--- config.mk ---
export PLATFORM = sky130hd
export DESIGN_NAME = refclk_strobe_gen_flat
export DESIGN_NICKNAME = d
export VERILOG_FILES = /design/src/rtl/refclk_strobe_gen_if.sv /design/src/rtl/refclk_strobe_gen.sv /design/src/flat_wrapper.sv
export SDC_FILE = /design/constraint.sdc
export NUM_CORES = 1
export LEC_CHECK = 0
export CAP_MARGIN = 25
export CORE_MARGIN = 2
export CORE_UTILIZATION = 38
export DETAILED_ROUTE_END_ITERATION = 10
export MAX_ROUTING_LAYER = met4
export SYNTH_ARGS = -nofsm -noshare
export SYNTH_HDL_FRONTEND = slang
export SYNTH_SLANG_ARGS = --single-unit
--- constraint.sdc ---
create_clock -name i_clk -period 1.9 [get_ports i_clk]
set_input_delay 0.285 -clock i_clk [delete_from_list [all_inputs] [get_ports i_clk]]
set_output_delay 0.285 -clock i_clk [all_outputs]
set_load 0.01 [all_outputs]
--- src/rtl/refclk_strobe_gen_if.sv ---
// Reference-clock input and derived timekeeping strobes between the refclk pin and the time-set logic.
// The slave side (strobe generator) samples i_refclk and drives the sync observe signal and the three strobes.
interface refclk_strobe_gen_if;
    logic i_refclk;
    logic o_refclk_sync;
    logic o_1hz_stb;
    logic o_slow_set_stb;
    logic o_fast_set_stb;

    modport master (
        output i_refclk,
        input  o_refclk_sync,
        input  o_1hz_stb,
        input  o_slow_set_stb,
        input  o_fast_set_stb
    );

    modport slave (
        input  i_refclk,
        output o_refclk_sync,
        output o_1hz_stb,
        output o_slow_set_stb,
        output o_fast_set_stb
    );
endinterface

--- src/rtl/refclk_strobe_gen.sv ---
// Syncs the async 32.768 kHz refclk, counts its rising edges, emits single-cycle 1 Hz / slow-set / fast-set strobes.
// Latency 3 i_clk edges from the first sample of refclk high to strobe; no backpressure, strobes are fire-and-forget.
module refclk_strobe_gen #(
    parameter int REFCLK_DIV_BITS = 15,
    parameter int SLOW_SET_BITS   = 14,
    parameter int FAST_SET_BITS   = 12
) (
    input  logic               i_clk,
    input  logic               i_reset_n,
    refclk_strobe_gen_if.slave strb
);
    localparam logic [REFCLK_DIV_BITS-1:0] CNT_ONE = REFCLK_DIV_BITS'(1);

    logic                       sync1;
    logic                       sync2;
    logic                       prev;
    logic                       ref_rise;
    logic [REFCLK_DIV_BITS-1:0] cnt;
    logic                       hz_stb_q;
    logic                       slow_stb_q;
    logic                       fast_stb_q;

    // Two-flop synchronizer; both stages clear on reset so release never looks like an edge.
    always_ff @(posedge i_clk or negedge i_reset_n) begin
        if (!i_reset_n) begin
            sync1 <= 1'b0;
            sync2 <= 1'b0;
        end else begin
            sync1 <= strb.i_refclk;
            sync2 <= sync1;
        end
    end

    assign ref_rise = sync2 & ~prev;

    // Strobes decode the count before it increments, so the Nth edge (cnt = N-1) fires the pulse.
    always_ff @(posedge i_clk or negedge i_reset_n) begin
        if (!i_reset_n) begin
            prev       <= 1'b0;
            cnt        <= '0;
            hz_stb_q   <= 1'b0;
            slow_stb_q <= 1'b0;
            fast_stb_q <= 1'b0;
        end else begin
            prev       <= sync2;
            if (ref_rise) begin
                cnt <= cnt + CNT_ONE;
            end
            hz_stb_q   <= ref_rise & (&cnt);
            slow_stb_q <= ref_rise & (&cnt[SLOW_SET_BITS-1:0]);
            fast_stb_q <= ref_rise & (&cnt[FAST_SET_BITS-1:0]);
        end
    end

    assign strb.o_refclk_sync  = sync2;
    assign strb.o_1hz_stb      = hz_stb_q;
    assign strb.o_slow_set_stb = slow_stb_q;
    assign strb.o_fast_set_stb = fast_stb_q;
endmodule

--- src/flat_wrapper.sv ---
// flat-port wrapper written by rule: the top's interface ports become plain ports
module refclk_strobe_gen_flat 
#(
    parameter int REFCLK_DIV_BITS = 15,
    parameter int SLOW_SET_BITS   = 14,
    parameter int FAST_SET_BITS   = 12
)
  (i_clk, i_reset_n, strb_i_refclk, strb_o_refclk_sync, strb_o_1hz_stb, strb_o_slow_set_stb, strb_o_fast_set_stb);
  refclk_strobe_gen_if strb_i ();
  input  logic i_clk;
  input  logic i_reset_n;
  input wire logic [$bits(strb_i.i_refclk)-1:0] strb_i_refclk;
  output wire logic [$bits(strb_i.o_refclk_sync)-1:0] strb_o_refclk_sync;
  output wire logic [$bits(strb_i.o_1hz_stb)-1:0] strb_o_1hz_stb;
  output wire logic [$bits(strb_i.o_slow_set_stb)-1:0] strb_o_slow_set_stb;
  output wire logic [$bits(strb_i.o_fast_set_stb)-1:0] strb_o_fast_set_stb;
  assign strb_i.i_refclk = strb_i_refclk;
  assign strb_o_refclk_sync = strb_i.o_refclk_sync;
  assign strb_o_1hz_stb = strb_i.o_1hz_stb;
  assign strb_o_slow_set_stb = strb_i.o_slow_set_stb;
  assign strb_o_fast_set_stb = strb_i.o_fast_set_stb;
  refclk_strobe_gen #(.REFCLK_DIV_BITS(REFCLK_DIV_BITS), .SLOW_SET_BITS(SLOW_SET_BITS), .FAST_SET_BITS(FAST_SET_BITS)) u_core (.i_clk(i_clk), .i_reset_n(i_reset_n), .strb(strb_i));
endmodule
## Word level (Yosys, flattened, before mapping)

Cells that the tools add are included.
Widths: inputs -> output; s select.

| operators by class | value |
|---|---|
| add/sub/neg operators | 1 |
| bitwise gates (word level) | 5 |
| reduce and logical (&&, ||, !) cells | 3 |

Operators with widths:

| kind | count |
|---|---|
| $add 15x1->15 const B | 1 |
| $reduce_and 15->1 | 1 |
| $reduce_and 14->1 | 1 |
| $reduce_and 12->1 | 1 |
| $and 1x1->1 | 4 |
| $not 1->1 | 1 |

| storage, ports and cells | value |
|---|---|
| bits in registers | 21 |
| input bits | 3 |
| logic and storage cells | 16 |

## Depth between registers and ports, before layout

Gate-level depths: netlist of run 1.

| depth | value |
|---|---|
| depth after elaboration | 3 |
| gate-level depth with buffers | 4 |
| gate-level depth less buffers | 4 |

## Least setup slack after synthesis of run 1

OpenSTA, ideal clock, no wires.

| timing path | value |
|---|---|
| path kind | reg-to-reg |
| start | register u_core.cnt[0] |
| end | register u_core.hz_stb_q, in the netlist u_core.strb.o_1hz_stb |
| arrival | 1.263 ns |
| setup slack | 0.572 ns |
| cell stages (with the launch flop) | 5 |
| buffers on the path | 0 |
| cell sequence | dfrtp_1 > ha_1 > nand4b_4 > nor4_4 > and2_2 |

| between the ends | value |
|---|---|
| cells in the longest elaborated chain, start to end | 2 |

Ends and longest elaborated chain:

| element | RTL line | source |
|---|---|---|
| from (decl) | refclk_strobe_gen.sv:18 | `logic [REFCLK_DIV_BITS-1:0] cnt;` |
| from (signal assigned) | refclk_strobe_gen.sv:47 | `cnt <= cnt + CNT_ONE;` |
| $reduce_and 15->1 | refclk_strobe_gen.sv:49 | `hz_stb_q <= ref_rise & (&cnt);` |
| $and 1x1->1 | refclk_strobe_gen.sv:49 |  |
| to (signal assigned) | refclk_strobe_gen.sv:49 |  |
| to (decl) | refclk_strobe_gen.sv:19 | `logic hz_stb_q;` |

Every way passes these cells.
A chain may end at the register's enable or synchronous reset.

## Worst setup path after layout of run 1

| timing path | value |
|---|---|
| start | register u_core.sync2, in the netlist u_core.strb.o_refclk_sync |
| end | output port strb_o_refclk_sync |

RTL lines:

| element | RTL line | source |
|---|---|---|
| from (decl) | refclk_strobe_gen.sv:15 | `logic sync2;` |
| from (signal assigned) | refclk_strobe_gen.sv:30 | `sync2 <= sync1;` |
| to (decl) | flat_wrapper.sv:13 | `output wire logic [$bits(strb_i.o_refclk_sync)-1:0] strb_o_refclk_sync;` |

No word-level cell between the ends.

==> impl_metrics.yaml, run 1 <==
floorplan:
  die_x_um: 52.8
  dieArea_um2: 2780
  rows: 17
  die_h_um: 52.8
  pin_count: 7
  core_um2: 2230
  start_util: 0.404
worst_setup_path:
  cp.required_ns: 1.62
  critPathCaptureType: "output pin"
  critPathKind: "reg -> out"
  path_cells: "clkdlybuf4s50_1"
  path_max_fanout: 6
  startpoint_type: "flip-flop"
  cpPeakStageDelay_ns: 0.59
  crit_arrival_ns: 1.36
  crit_family: "buffers and inverters"
  crit_buf_inv: 1
  critical_path.slowest_cell: "clkdlybuf4s50_1"
power:
  power.leakage_nw: 0.505
  p_total_mw: 0.937
  pwr_density_cell_nw_per_um2: 907
  ir_worst_vdd_mv: 0.518
route:
  wl_met2_um: 551
  wl_met3_um: 68
  via_per_inst: 4.96
  route.detailed.drc: 0
  drtIter0Drc: 1
  maxUsedRoutingLayer: "met4"
  wirelength_met1_um: 562
  vias: 516
  wl_per_cell_um: 11.5
  dr.pass1.iters: 4
  drt_wl_total_mm: 1.20
  antenna_left: 0
clock_network:
  ctsResizeCount: 0
  cts_hold_buf: 0
  cts-root-buf: "clkbuf_4"
  cts.sinks: 21
  numCtsBuffers: 3
  tritoncts: "done"
  clock_path_buffers: 2
  postCtsSetupBuffers: 0
  clock_latency_ns: 0.30
  clk_pin_slew_ns: 0.11
  htreeDepth: 1
timing:
  whs_ns: 0.312
  maxSlewViolCount: 0
  setup_viol: 0
  max_slew_margin: 0.767
  skew_ns: 0.00694
  worst_pin_slew_ns: 0.347
  hold_viol: 0
  period_needed_ns: 1.64
  fmax_ghz: 0.608
  tns_ns: 0
  fin_crit_sh: 0.866
  rsz0062_at_grt: "false"
grt:
  overflow: 0
  grt_pass1_wl_mm: 2.33
  grt.total_usage: 0.123
  grt_pass1_vias: 550
  grt_max_degree: 22
  antenna_found_initial: 0
logic_synthesis:
  synth_area_um2: 903
  yosysWarnings: 0
  synth.distinct_cells: 20
  ys_ff_latch: 21
  seq_area_frac_synth: 0.582
  netlist_instances: 65
  synth_nets: 69
  syn-mean-instance-area_um2: 13.9
placed_design:
  place_area_um2: 1010
  finalWeightedCongestion: 0.715
  port_buffers: 6
  placed_cells: 100
  dp_hpwl_um: 919
finish:
  multi_input_area_um2: 370
  drive_gt1_frac: 0.158
  nNetsFinal: 81
  syn2layout_area_growth_pct: 14.4
  fillers: 219
  ff_latch_area_um2: 526
  diodes: 0
  final_common_cell: "dfrtp_1"
  stdcell_count: 104
  final_cell_mix: "dfrtp_1 (21), xor2_1 (8), xnor2_1 (6), clkdlybuf4s50_1 (6)"
  stdcell_area_um2: 1030
job:
  maxCapViolCount: 0
status:
  outcome: "completed"
min_path:
  hold_path.class: "in -> async"
## registers in the layout (all words and copies together) (netlist names)
register                    count
u_core.strb.o_slow_set_stb      1
u_core.strb.o_fast_set_stb      1
u_core.cnt                     15
u_core.sync1                    1
u_core.strb.o_1hz_stb           1
u_core.prev                     1
u_core.strb.o_refclk_sync       1
## power breakdown
group | internal [mW] | leakage (nW) | total, mW | switching (mW)
clock network | 0.0784 | 0.0177 | 0.201 | 0.123
logic | 0.0717 | 0.211 | 0.129 | 0.0568
registers | 0.508 | 0.277 | 0.607 | 0.0993
## metrics by stage
step            util  setup slack (ns)
2_1_floorplan      -             0.572
3_3_place_gp   0.450             0.532
3_5_place_dp   0.450             0.476
4_1_cts        0.463             0.234
5_1_grt        0.463             0.187
6_report       0.463             0.255
## metal layers
layer | track usage | up-vias
met5 | - | -
met4 | 0.0385 | 0
met3 | 0.0600 | 2
met2 | 0.179 | 10
met1 | 0.149 | 249
li1 | - | 255
## layout make-up
class                           count  area share
Inverter                            2     0.00726
Multi-Input combinational cell     42       0.358
Timing Repair Buffer                7      0.0654
Sequential cell                    21       0.508
Clock buffer                        3      0.0218
Clock inverter                      1     0.00484
Tap cell                           28      0.0339
## synth_stat cells
master / number / area, um^2
nand3_4: 1 / 17.5
and2_2: 1 / 7.51
dfrtp_1: 21 / 526
mux2_2: 1 / 11.3
nand2_1: 4 / 15.0
and4b_1: 1 / 10.0
nand4_1: 4 / 25.0
nor4_4: 2 / 42.5
ha_1: 1 / 12.5
nor2_1: 1 / 3.75
nand3_1: 2 / 10.0
nor2b_1: 1 / 6.26
nor3_1: 4 / 20.0
nand4b_4: 1 / 23.8
xnor2_1: 6 / 52.6
xor2_1: 8 / 70.1
inv_1: 2 / 7.51
nand4b_1: 1 / 8.76
nor4_1: 2 / 12.5
nand4_4: 1 / 21.3
## final timing paths
kind,startpoint,endpoint,slack (ns),cells after the start
worst max-delay path,u_core.strb.o_refclk_sync,strb_o_refclk_sync,0.26,1
worst min-delay path,i_reset_n,u_core.cnt[14],0.31,2
worst max register to register,u_core.cnt[0],u_core.strb.o_1hz_stb,0.47,4
worst min register to register,u_core.sync1,u_core.strb.o_refclk_sync,0.36,0
max in group asynchronous,i_reset_n,u_core.strb.o_refclk_sync,1.37,2
min in group i_clk,u_core.sync1,u_core.strb.o_refclk_sync,0.36,0
## logic make-up after synthesis
kind of cell  Yosys count  synth area share
mux                     1            0.0125
flops                  21             0.582
simple gates           26             0.248
buf+inv                 2           0.00831
xor+xnor               14             0.136
fa+ha+maj               1            0.0138
No activity file was read; power rests on OpenSTA's default activity.
==> inputs of run 2 (changes only) <==
--- a/config.mk
+++ b/config.mk
@@ -5,7 +5,7 @@
 export SDC_FILE = /design/constraint.sdc
 export NUM_CORES = 1
 export LEC_CHECK = 0
-export CAP_MARGIN = 25
+export CAP_MARGIN = 20
 export CORE_MARGIN = 2
 export CORE_UTILIZATION = 38
 export DETAILED_ROUTE_END_ITERATION = 10
==> results of run 2 <==
Same layout as run 1: the final DEF is identical, and so are final timing and power.
